$ cat src/rtl/imem_loader.sv
// Byte-serial instruction-memory loader: assembles framed little-endian words and holds the core in reset until loaded.
// Optional trailing checksum byte enabled by defining IMEM_LOADER_CHECKSUM_EN.
module imem_loader #(
  parameter logic [9:0] START_PC = 10'd0
) (
  input  logic        clock,
  input  logic        reset,
  input  logic        start,
  input  logic [7:0]  rx_data,
  input  logic        rx_valid,
  output logic        rx_ready,
  output logic        imem_we,
  output logic [9:0]  PC_write,
  output logic [31:0] instruction_in,
  output logic        core_reset,
  output logic        load_done,
  output logic        load_error
);

  localparam int unsigned AW = 10;
  localparam int unsigned DW = 32;
  localparam int unsigned BW = 8;

  localparam logic [2:0] ST_IDLE   = 3'd0;
  localparam logic [2:0] ST_LEN_LO = 3'd1;
  localparam logic [2:0] ST_LEN_HI = 3'd2;
  localparam logic [2:0] ST_DATA   = 3'd3;
  localparam logic [2:0] ST_DONE   = 3'd5;
`ifdef IMEM_LOADER_CHECKSUM_EN
  localparam logic [2:0] ST_CSUM   = 3'd4;
  localparam logic [2:0] ST_ERR    = 3'd6;
`endif

  logic [2:0]      state_q, state_d;
  logic [AW-1:0]   len_q, len_d;
  logic [AW-1:0]   word_cnt_q, word_cnt_d;
  logic [1:0]      byte_idx_q, byte_idx_d;
  logic [3*BW-1:0] word_buf_q, word_buf_d;
  logic            rx_ready_q, rx_ready_d;
  logic            imem_we_q, imem_we_d;
  logic [AW-1:0]   pc_q, pc_d;
  logic [DW-1:0]   instr_q, instr_d;
  logic            core_reset_q, core_reset_d;
  logic            load_done_q, load_done_d;
  logic            load_error_q, load_error_d;
`ifdef IMEM_LOADER_CHECKSUM_EN
  logic [BW-1:0]   sum_q, sum_d;
`endif

  logic            accept;
  logic            can_start;
  logic [2:0]      st_after_data;
  logic [AW-1:0]   len_full;

  // Next-state and registered-output computation
  always_comb begin
    state_d    = state_q;
    len_d      = len_q;
    word_cnt_d = word_cnt_q;
    byte_idx_d = byte_idx_q;
    word_buf_d = word_buf_q;
    pc_d       = pc_q;
    instr_d    = instr_q;
    imem_we_d  = 1'b0;
`ifdef IMEM_LOADER_CHECKSUM_EN
    sum_d         = sum_q;
    st_after_data = ST_CSUM;
    can_start     = (state_q == ST_IDLE) || (state_q == ST_DONE) || (state_q == ST_ERR);
`else
    st_after_data = ST_DONE;
    can_start     = (state_q == ST_IDLE) || (state_q == ST_DONE);
`endif
    accept   = rx_valid && rx_ready_q;
    len_full = {rx_data[1:0], len_q[7:0]};

    // Address and word count advance in the cycle after each strobe
    if (imem_we_q) begin
      pc_d       = AW'(pc_q + 10'd1);
      word_cnt_d = AW'(word_cnt_q + 10'd1);
    end

    case (state_q)
      ST_LEN_LO: begin
        if (accept) begin
          len_d   = {2'b00, rx_data};
          state_d = ST_LEN_HI;
        end
      end
      ST_LEN_HI: begin
        if (accept) begin
          len_d   = len_full;
          state_d = (len_full == '0) ? st_after_data : ST_DATA;
        end
      end
      ST_DATA: begin
        if (accept) begin
          byte_idx_d = 2'(byte_idx_q + 2'd1);
`ifdef IMEM_LOADER_CHECKSUM_EN
          sum_d = 8'(sum_q + rx_data);
`endif
          case (byte_idx_q)
            2'd0:    word_buf_d[7:0]   = rx_data;
            2'd1:    word_buf_d[15:8]  = rx_data;
            2'd2:    word_buf_d[23:16] = rx_data;
            default: begin
              imem_we_d = 1'b1;
              instr_d   = {rx_data, word_buf_q};
            end
          endcase
        end
        if (imem_we_q && (AW'(word_cnt_q + 10'd1) == len_q)) begin
          state_d = st_after_data;
        end
      end
`ifdef IMEM_LOADER_CHECKSUM_EN
      ST_CSUM: begin
        if (accept) begin
          state_d = (8'(sum_q + rx_data) == 8'h00) ? ST_DONE : ST_ERR;
        end
      end
`endif
      default: ;
    endcase

    if (start && can_start) begin
      state_d    = ST_LEN_LO;
      word_cnt_d = '0;
      byte_idx_d = '0;
      pc_d       = START_PC;
`ifdef IMEM_LOADER_CHECKSUM_EN
      sum_d = '0;
`endif
    end

    load_done_d  = (state_d == ST_DONE);
    core_reset_d = (state_d != ST_DONE);
`ifdef IMEM_LOADER_CHECKSUM_EN
    load_error_d = (state_d == ST_ERR);
    rx_ready_d   = ((state_d == ST_LEN_LO) || (state_d == ST_LEN_HI) ||
                    (state_d == ST_DATA) || (state_d == ST_CSUM)) && !imem_we_d;
`else
    load_error_d = 1'b0;
    rx_ready_d   = ((state_d == ST_LEN_LO) || (state_d == ST_LEN_HI) ||
                    (state_d == ST_DATA)) && !imem_we_d;
`endif
  end

  always_ff @(posedge clock or negedge reset) begin
    if (!reset) begin
      state_q      <= ST_IDLE;
      len_q        <= '0;
      word_cnt_q   <= '0;
      byte_idx_q   <= '0;
      word_buf_q   <= '0;
      rx_ready_q   <= 1'b0;
      imem_we_q    <= 1'b0;
      pc_q         <= START_PC;
      instr_q      <= '0;
      core_reset_q <= 1'b1;
      load_done_q  <= 1'b0;
      load_error_q <= 1'b0;
`ifdef IMEM_LOADER_CHECKSUM_EN
      sum_q        <= '0;
`endif
    end else begin
      state_q      <= state_d;
      len_q        <= len_d;
      word_cnt_q   <= word_cnt_d;
      byte_idx_q   <= byte_idx_d;
      word_buf_q   <= word_buf_d;
      rx_ready_q   <= rx_ready_d;
      imem_we_q    <= imem_we_d;
      pc_q         <= pc_d;
      instr_q      <= instr_d;
      core_reset_q <= core_reset_d;
      load_done_q  <= load_done_d;
      load_error_q <= load_error_d;
`ifdef IMEM_LOADER_CHECKSUM_EN
      sum_q        <= sum_d;
`endif
    end
  end

  assign rx_ready       = rx_ready_q;
  assign imem_we        = imem_we_q;
  assign PC_write       = pc_q;
  assign instruction_in = instr_q;
  assign core_reset     = core_reset_q;
  assign load_done      = load_done_q;
  assign load_error     = load_error_q;

endmodule

$ cat config.mk
export PLATFORM = sky130hd
export DESIGN_NAME = imem_loader
export DESIGN_NICKNAME = d
export VERILOG_FILES = /design/src/rtl/imem_loader.sv
export SDC_FILE = /design/constraint.sdc
export NUM_CORES = 1
export LEC_CHECK = 0
export ABC_AREA = 1
export CAP_MARGIN = 20
export CORE_MARGIN = 1.5
export CORE_UTILIZATION = 51
export CTS_CLUSTER_SIZE = 24
export DETAILED_ROUTE_END_ITERATION = 10
export PLACE_DENSITY_LB_ADDON = 0.05
export SETUP_SLACK_MARGIN = 0.3
export SYNTH_ARGS = -nofsm -noshare
export SYNTH_HDL_FRONTEND = slang
export SYNTH_SLANG_ARGS = --single-unit
$ cat constraint.sdc
create_clock -name clock -period 1.8 [get_ports clock]
set_clock_uncertainty 0.05 [all_clocks]
set_input_delay 0.18 -clock clock [delete_from_list [all_inputs] [get_ports clock]]
set_output_delay 0.18 -clock clock [all_outputs]
set_load 0.02 [all_outputs]
# Word level (Yosys, flattened, before mapping)
# Index checks and enable logic that the tools add are counted.
# W data, S select, Z words.
# totals
regBits	95
input_bits	12
output_inout_bits	47
# op_classes
n_addsub	3
n_eq_ne	14
n_mux	19
bitwise_logic	2
n_reduce_logical	23
# ops
operator	n
$mux W10	6
$add A10 B1 Y10 const B	2
$pmux W10 S2	1
$reduce_and A3 Y1	6
$mux W3	5
$eq A3 B2 Y1 const B	4
$eq A10 B10 Y1	1
$logic_not A10 Y1	1
$pmux W3 S3	1
$reduce_bool A2 Y1	4
$eq A3 B1 Y1 const B	2
$eq A3 B3 Y1 const B	2
$mux W2	3
$logic_and A1 B1 Y1	4
$ne A2 B2 Y1 const B	2
$logic_not A3 Y1	1
$logic_or A1 B1 Y1	3
$mux W1	3
$ne A3 B3 Y1 const B	1
$reduce_or A3 Y1	1
$add A2 B1 Y2 const B	1
$eq A2 B1 Y1 const B	1
$eq A2 B2 Y1 const B	1
$logic_not A2 Y1	1
other kinds (3)	4

# Depth between registers and ports, before layout
# Gate-level depths: netlist of the first run.
# logic_depth
ltp_word	10
mapped_depth	15
ltp_nobuf	15

# Worst setup path after synthesis of the first run
# Ideal clock, no wire load.
# synth_path
kind	flip-flop to flip-flop
start	register word_cnt_q[0]
end	register load_done_q (netlist: load_done)
setup_time_ns	0.062
arrival_time_ns	1.563
path_slack_ns	0.125
path_stages_with_launch	15
path_buffers	0
path_cell_list	dfrtp_1 > ha_1 > nand2_2 > inv_2 > nand2_1 > nand2_1 > nand2_1 > inv_1 > nor2_2 > nand3_1 > nor2_1 > nand3_1 > nand3_2 > nand3_2 > inv_2
# synth_via
elab_chain_len	7
# synth_rtl
element	line	source
from (decl)	36	logic [AW-1:0] word_cnt_q, word_cnt_d;
from (signal assigned)	168	word_cnt_q <= word_cnt_d;
$add A10 B1 Y10	111	if (imem_we_q && (AW'(word_cnt_q + 10'd1) == len_q)) begin
$eq A10 B10 Y1	111	
$logic_and A1 B1 Y1	111	
$mux W3	111	
$pmux W3 S3	82	case (state_q)
$mux W3	125	if (start && can_start) begin
net state_d[2]	34	logic [2:0] state_q, state_d;
$eq A3 B3 Y1	135	load_done_d = (state_d == ST_DONE);
net load_done_d	44	logic load_done_q, load_done_d;
to (signal assigned)	176	load_done_q <= load_done_d;
to (decl)	44	
# The timed path passes the listed nets, and every way through them passes these cells.
# A chain may end at the register's enable or synchronous reset.

# Final worst setup path of the first run
# layout_path
start	register word_cnt_q[0]
end	register load_done_q (netlist: load_done)
# layout_via
elab_chain_len	7
# layout_rtl
element	line
$add A10 B1 Y10	111
$eq A10 B10 Y1	111
$logic_and A1 B1 Y1	111
$mux W3	111
$pmux W3 S3	82
$mux W3	125
$eq A3 B3 Y1	135
net load_done_d	44
# The timed path passes the listed nets, and every way through them passes these cells.

==> run_results.csv, run 1 <==
group,metric,value,unit
timing,fin_tns_setup,0,ns
synthesis,ys_warn_count,0,
place,gp_congestion,0.9777,
critical_path,cp-start-kind,"flop",
routing,drt_wl_total,13120,µm
job,cap_violations,0,
grt,met1_usage,32.88,%
critical_path,crit_arrival,2.05,ns
synthesis,yosysUniqueCellTypes,31,
critical_path,slowest_stage,"dfrtp_2",
cts,clock_sinks,95,
final_layout,fin_area,6474,µm²
timing,slew_violations,0,
final_layout,layout_commonest_cell,"nand2_1",
floorplan,die_h,95.37,µm
synthesis,yosysSeqAreaShare,54.66,%
power,p_leak,3.279,nW
final_layout,most-common-layout-cells,"nand2_1 (113), dfrtp_1 (88), nand2_2 (54), inv_1 (52), dlygate4sd2_1 (45)",
synthesis,ys_top_cells_by_area,"dfrtp_1 (54%), nand2_1 (16%), o21ai_0 (6.2%)",
critical_path,crit_top_cell,"nand2_1",
cts,cts_tree,"done",
grt,grt_pass1_wl,18840,µm
cts,cts_buffers,9,
grt,grt_use_total,27.49,%
critical_path,endpoint_kind,"flop",
synthesis,synth_top_area_share,54.05,%
synthesis,ys_ff_latch,95,
grt,top_usage_layer,"met2",
cts,root_buffer,"clkbuf_8",
timing,final_hold_viol_count,0,
grt,grt_max_degree,37,
grt,grt_antenna_before_repair,0,
final_layout,finalNetCount,652,
timing,worst_slack,0.009709,ns
critical_path,slowest_delay,0.44,ns
grt,grtUsageMet3,3.748,%
timing,rsz0062_at_grt,"yes",
floorplan,initial_utilization,52.70,%
synthesis,syn-instance-count,524,
place,place_hpwl,7089,µm
synthesis,synth_fp_nets,542,
timing,fin_crit,1.790,ns
cts,cts_max_path_buffers,2,
timing,final-setup-viol-count,0,
power,ir_worst_vdd,0.0007357,V
place,post-place-ws,-0.08468,ns
critical_path,worstPathRequired,2.06,ns
synthesis,yosysTopAreaCell,"dfrtp_1",
floorplan,die_x,95.37,µm
routing,drt.antenna.violating_nets,0,
timing,fin_crit_sh,99.46,%
routing,drt_iter0_drc,223,
routing,routed_via_density,5.520,
floorplan,rows,33,
timing,fmax,0.5586,GHz
hold_path,min_path_type,"input port to async pin",
power,p_total,8.873,mW
grt,grt_pass1_vias,3888,
routing,wl_per_cell,17.63,µm
critical_path,path_cells,"nand3_2, nor2_4, nand2_1, nand3_1, nand2_1, nor2_1, nand4_1, nand2_1, nand2_1, nand2_2, nand3_2, inv_2",
outcome,status,"finished, final reports clean",
critical_path,worstPathMaxFanout,5,
synthesis,avgSynthCellArea,8.305,µm²
floorplan,die-area,9095,µm²
floorplan,coreArea,8258,µm²
power,powerDensity,1371,nW/µm²
grt,use_met2,47.70,%
critical_path,critPathKind,"flop to flop",
final_layout,diodes,0,
routing,dr.pass1.iters,4,
routing,via_count,4107,
cts,cts_htree_levels,3,
cts,clkTransAtPathRegs,0.10,ns
final_layout,area_growth,48.76,%
synthesis,netlist_area,4352,µm²
floorplan,io_pins,59,
final_layout,drive_above_1_share,35.52,%
place,place_area,5182,µm²
cts,clock_latency,0.36,ns
routing,drc,0,
place,port_buffers,57,
timing,hold_slack,0.2301,ns
grt,grt_overflow,0,
[layer usage]
metal / vias to the layer above / part of all wire (%)
met2: 158 / 54
met4: 0 / 5.3
met5: - / 0
li1: 1899 / -
met3: 55 / 4.5
met1: 1995 / 37
[worst paths after layout]
kind / from / endpoint / slack [ns] / depth (start not counted)
setup / recovery: word_cnt_q[0] / load_done / 0.01 / 12
hold / removal: reset / instruction_in[14] / 0.23 / 2
max in group asynchronous: reset / core_reset / 0.87 / 3
hold reg to reg: instruction_in[6] / instruction_in[6] / 0.44 / 2
setup reg to reg: word_cnt_q[0] / load_done / 0.01 / 12
min in group clock: instruction_in[6] / instruction_in[6] / 0.44 / 2
[logic make-up after synthesis]
family                     Yosys count  share of synthesized area, %
and+or+nand+nor                    265                         26.77
DFF                                 95                         54.66
buffers and inverters               78                         6.958
AOI/OAI and AO/OA                   77                         9.402
adders and majority gates            6                         1.725
xor gates and xnor gates             2                        0.4026
other                                1                       0.08617
[flip-flops by register name, summed over array words and instances (netlist names)]
name            cells
imem_we             1
word_cnt_q         10
core_reset          1
word_buf_q         24
byte_idx_q          2
load_done           1
state_q             3
instruction_in     32
PC_write           10
rx_ready            1
len_q              10
[what timing repair did]
| action | in CTS | in global routing |
|---|---|---|
| gates cloned | 7 | 4 |
| pin swaps | 22 | 31 |
| endpoints found under the setup margin | 120 | 90 |
| setup buffers | 19 | 11 |
| hold buffers | 1 | 0 |
| hold endpoints to repair | 26 | 0 |
| gates resized for setup | 133 | 133 |
[power by group]
group	internal [mW]	switching, mW
combinational	1.60	2.20
sequential	2.88	0.720
clock	0.659	0.814
[cells in the mapped netlist]
library cell / instances
nor3_1: 5
o22ai_1: 9
buf_2: 5
nand3_1: 27
and3_1: 1
nor2_1: 15
nor2_4: 3
nand2_4: 1
nand2_1: 187
inv_2: 6
nor2_2: 5
a211o_1: 1
dfstp_2: 1
nand2_2: 8
nand4_1: 5
o21ai_0: 54
o21ai_2: 1
clkbuf_1: 8
inv_1: 58
a21oi_1: 9
o21ai_1: 1
buf_4: 1
nor3_2: 1
a31oi_1: 1
xor2_1: 2
a221oi_1: 1
nor4_2: 1
ha_1: 6
dfrtp_1: 94
nand3_2: 6
conb_1: 1
[cell type report]
cell class / count / area, µm²
multi-input combinational: 354 / 2297
clock buffer: 9 / 123.9
inverter: 64 / 259.0
fill: 548 / 1784
timing repair inverter: 3 / 48.80
sequential: 95 / 2386
clock inverter: 7 / 80.08
timing repair buffer: 107 / 1147
tap: 105 / 131.4
[metrics by stage]
step	instances	utilization [%]
final	744	78.39
after detailed placement	686	62.76
after global placement	686	62.76
after global routing	744	78.39
after CTS	729	71.47
after floorplan	524	-
[critical path: cells and delay by family (launching register included)]
family / cells / cell delay, ns
AND/OR/NAND/NOR: 11 / 1.20
flip-flops: 1 / 0.44
buffers and inverters: 1 / 0.05
No activity file was read; power rests on OpenSTA's default activity.
==> run 2, diff against run 1 <==
--- a/config.mk
+++ b/config.mk
@@ -11,8 +11,10 @@
 export CORE_UTILIZATION = 51
 export CTS_CLUSTER_SIZE = 24
 export DETAILED_ROUTE_END_ITERATION = 10
+export MAX_ROUTING_LAYER = met4
 export PLACE_DENSITY_LB_ADDON = 0.05
 export SETUP_SLACK_MARGIN = 0.3
+export SLEW_MARGIN = 20
 export SYNTH_ARGS = -nofsm -noshare
 export SYNTH_HDL_FRONTEND = slang
 export SYNTH_SLANG_ARGS = --single-unit
==> run 2 against run 1 <==
Non-clock buffer count is 17 lower. Maximum frequency is 0.44% higher. Flip-flop and latch count stayed put. Cell area is 11% lower. First-iteration DRC count is 39% lower. Clock power is 12% higher. Via count is 10% lower. Routed wire length is 23% lower. Largest power group is now sequential cells.
==> run_results.csv, run 2 (synthesis gave the netlist of run 1 again) <==
group,metric,value,unit
place,place_area,5202,µm²
timing,worst_slack,0.01760,ns
critical_path,slowest_stage,"dfrtp_2",
grt,grt_antenna_before_repair,0,
power,p_leak,3.016,nW
final_layout,multi_input_comb_area,1911,µm²
final_layout,diodes,0,
timing,fmax,0.5610,GHz
place,post-place-ws,-0.04157,ns
grt,grt_max_degree,36,
routing,drt_iter0_drc,137,
final_layout,seqCellArea,2387,µm²
grt,grt_use_total,24.95,%
critical_path,path_cells,"ha_4, a21oi_4, nand3_2, inv_1, nand2_1, nor2_2, nand3_1, nor2_1, nand3_1, nand3_2, nand3_2, inv_2",
critical_path,critPathKind,"flop to flop",
timing,final_hold_viol_count,0,
hold_path,min_path_type,"input port to async pin",
cts,clock_sinks,95,
power,p_total,7.952,mW
final_layout,area_growth,32.29,%
critical_path,endpoint_kind,"flop",
place,port_buffers,57,
cts,clkTransAtPathRegs,0.10,ns
place,placed_cells,687,
final_layout,most-common-layout-cells,"nand2_1 (171), dfrtp_1 (87), inv_1 (54), o21ai_0 (49), dlygate4sd2_1 (45)",
routing,wl_per_cell,14.07,µm
final_layout,fin_area,5757,µm²
routing,drt_wl_total,10150,µm
timing,rsz0062_at_grt,"yes",
critical_path,crit_top_cell,"nand3_2",
critical_path,crit_arrival,2.04,ns
cts,root_buffer,"clkbuf_8",
grt,grt_pass1_wl,16780,µm
floorplan,die_x,95.37,µm
final_layout,drive_above_1_share,21.10,%
floorplan,initial_utilization,52.70,%
job,cap_violations,0,
floorplan,io_pins,59,
cts,cts_buffers,9,
critical_path,r2r_end,"load_done",
place,place_hpwl,7026,µm
critical_path,worstPathMaxFanout,4,
final_layout,layout.cells.non_filler,721,
cts,clock_latency,0.36,ns
cts,cts_htree_levels,3,
timing,fin_crit,1.782,ns
final_layout,largest_reg_flops,32,
floorplan,rows,33,
place,gp_congestion,0.9563,
final_layout,layout_commonest_cell,"nand2_1",
timing,fin_crit_sh,99.02,%
critical_path,r2r_slack,0.02,ns
critical_path,worstRegToRegCells,12,
timing,slew_violations,0,
routing,via_count,3689,
floorplan,coreArea,8258,µm²
critical_path,rr_startpoint,"word_cnt_q[0]",
final_layout,post-route-util,69.71,%
routing,drt.antenna.violating_nets,0,
critical_path,worstPathRequired,2.06,ns
final_layout,finalNetCount,629,
critical_path,cp-start-kind,"flop",
outcome,status,"finished, final reports clean",
final_layout,fillers,676,
routing,routed_via_density,5.117,
grt,grt_overflow,0,
routing,dr.pass1.iters,5,
critical_path,slowest_delay,0.45,ns
grt,grt_pass1_vias,3563,
floorplan,die_h,95.37,µm
cts,cts_max_path_buffers,2,
timing,final-setup-viol-count,0,
power,powerDensity,1381,nW/µm²
power,ir_worst_vdd,0.0006514,V
cts,cts_tree,"done",
floorplan,die-area,9095,µm²
routing,drc,0,
## run 2: cell types whose count changed in the layout (fill, tap and decap cells not counted), sizes merged
cell / delta
buf: -16
bufinv: +1
clkbuf: +1
clkinv: -2
clkinvlp: -2
inv: -2
nand2: -3
## run 2: area by class of cell
| class | instances | area share (%) |
|---|---|---|
| Multi-Input combinational cell | 351 | 33.19 |
| Tap cell | 105 | 2.282 |
| Timing Repair Buffer | 90 | 14.56 |
| Clock buffer | 11 | 2.630 |
| Clock inverter | 5 | 1.478 |
| Sequential cell | 95 | 41.47 |
| Inverter | 64 | 4.390 |
## run 2: how the worst max path moves through the flow
| stage | start | endpoint | slack, ns | cells after the start |
|---|---|---|---|---|
| floorplan | word_cnt_q[0] | rx_ready | 0.19 | 13 |
| global placement | rx_valid | load_done | -0.12 | 11 |
| detailed placement | rx_valid | rx_ready | -0.04 | 10 |
| CTS | word_cnt_q[1] | load_done | 0.02 | 12 |
| global route | word_cnt_q[0] | load_done | -0.15 | 14 |
| finish | word_cnt_q[0] | load_done | 0.02 | 12 |
## run 2: report_power, final
part	total, mW	switching [mW]	leakage (nW)	internal (mW)
registers	3.38	0.501	1.22	2.88
logic	2.94	1.76	1.68	1.18
clock network	1.64	0.766	0.117	0.869
total	7.95	3.03	3.02	4.93
## run 2: routing by layer
metal	global-route usage [%]	vias up	wire (µm)
met3	4.147	13	350
met2	41.13	74	5107
met5	-	-	0
met4	8.946	0	145
met1	31.08	1761	4541
li1	-	1841	-
## run 2: timing repair
| action | CTS | global route |
|---|---|---|
| pin swaps | 13 | 17 |
| hold endpoints to repair | 33 | 0 |
| endpoints found under the setup margin | 121 | 89 |
| resized for setup | 87 | 28 |
| hold buffers | 1 | 0 |
| setup buffers | 9 | 8 |
## run 2: critical path, delay by kind of cell (launching register included)
kind            cells  cell delay, ns
flops               1            0.45
simple gates        8            0.75
buf+inv             2            0.11
compound gates      1            0.12
fa+ha+maj           1            0.27
## run 2: stage by stage
step	hold WS (ns)	TNS [ns]
finish	0.2661	0
detailed placement	0.1296	-0.1105
global placement	0.1273	-0.4112
floorplan	-0.1656	0
CTS	0.2799	0
global route	0.3039	-0.6185
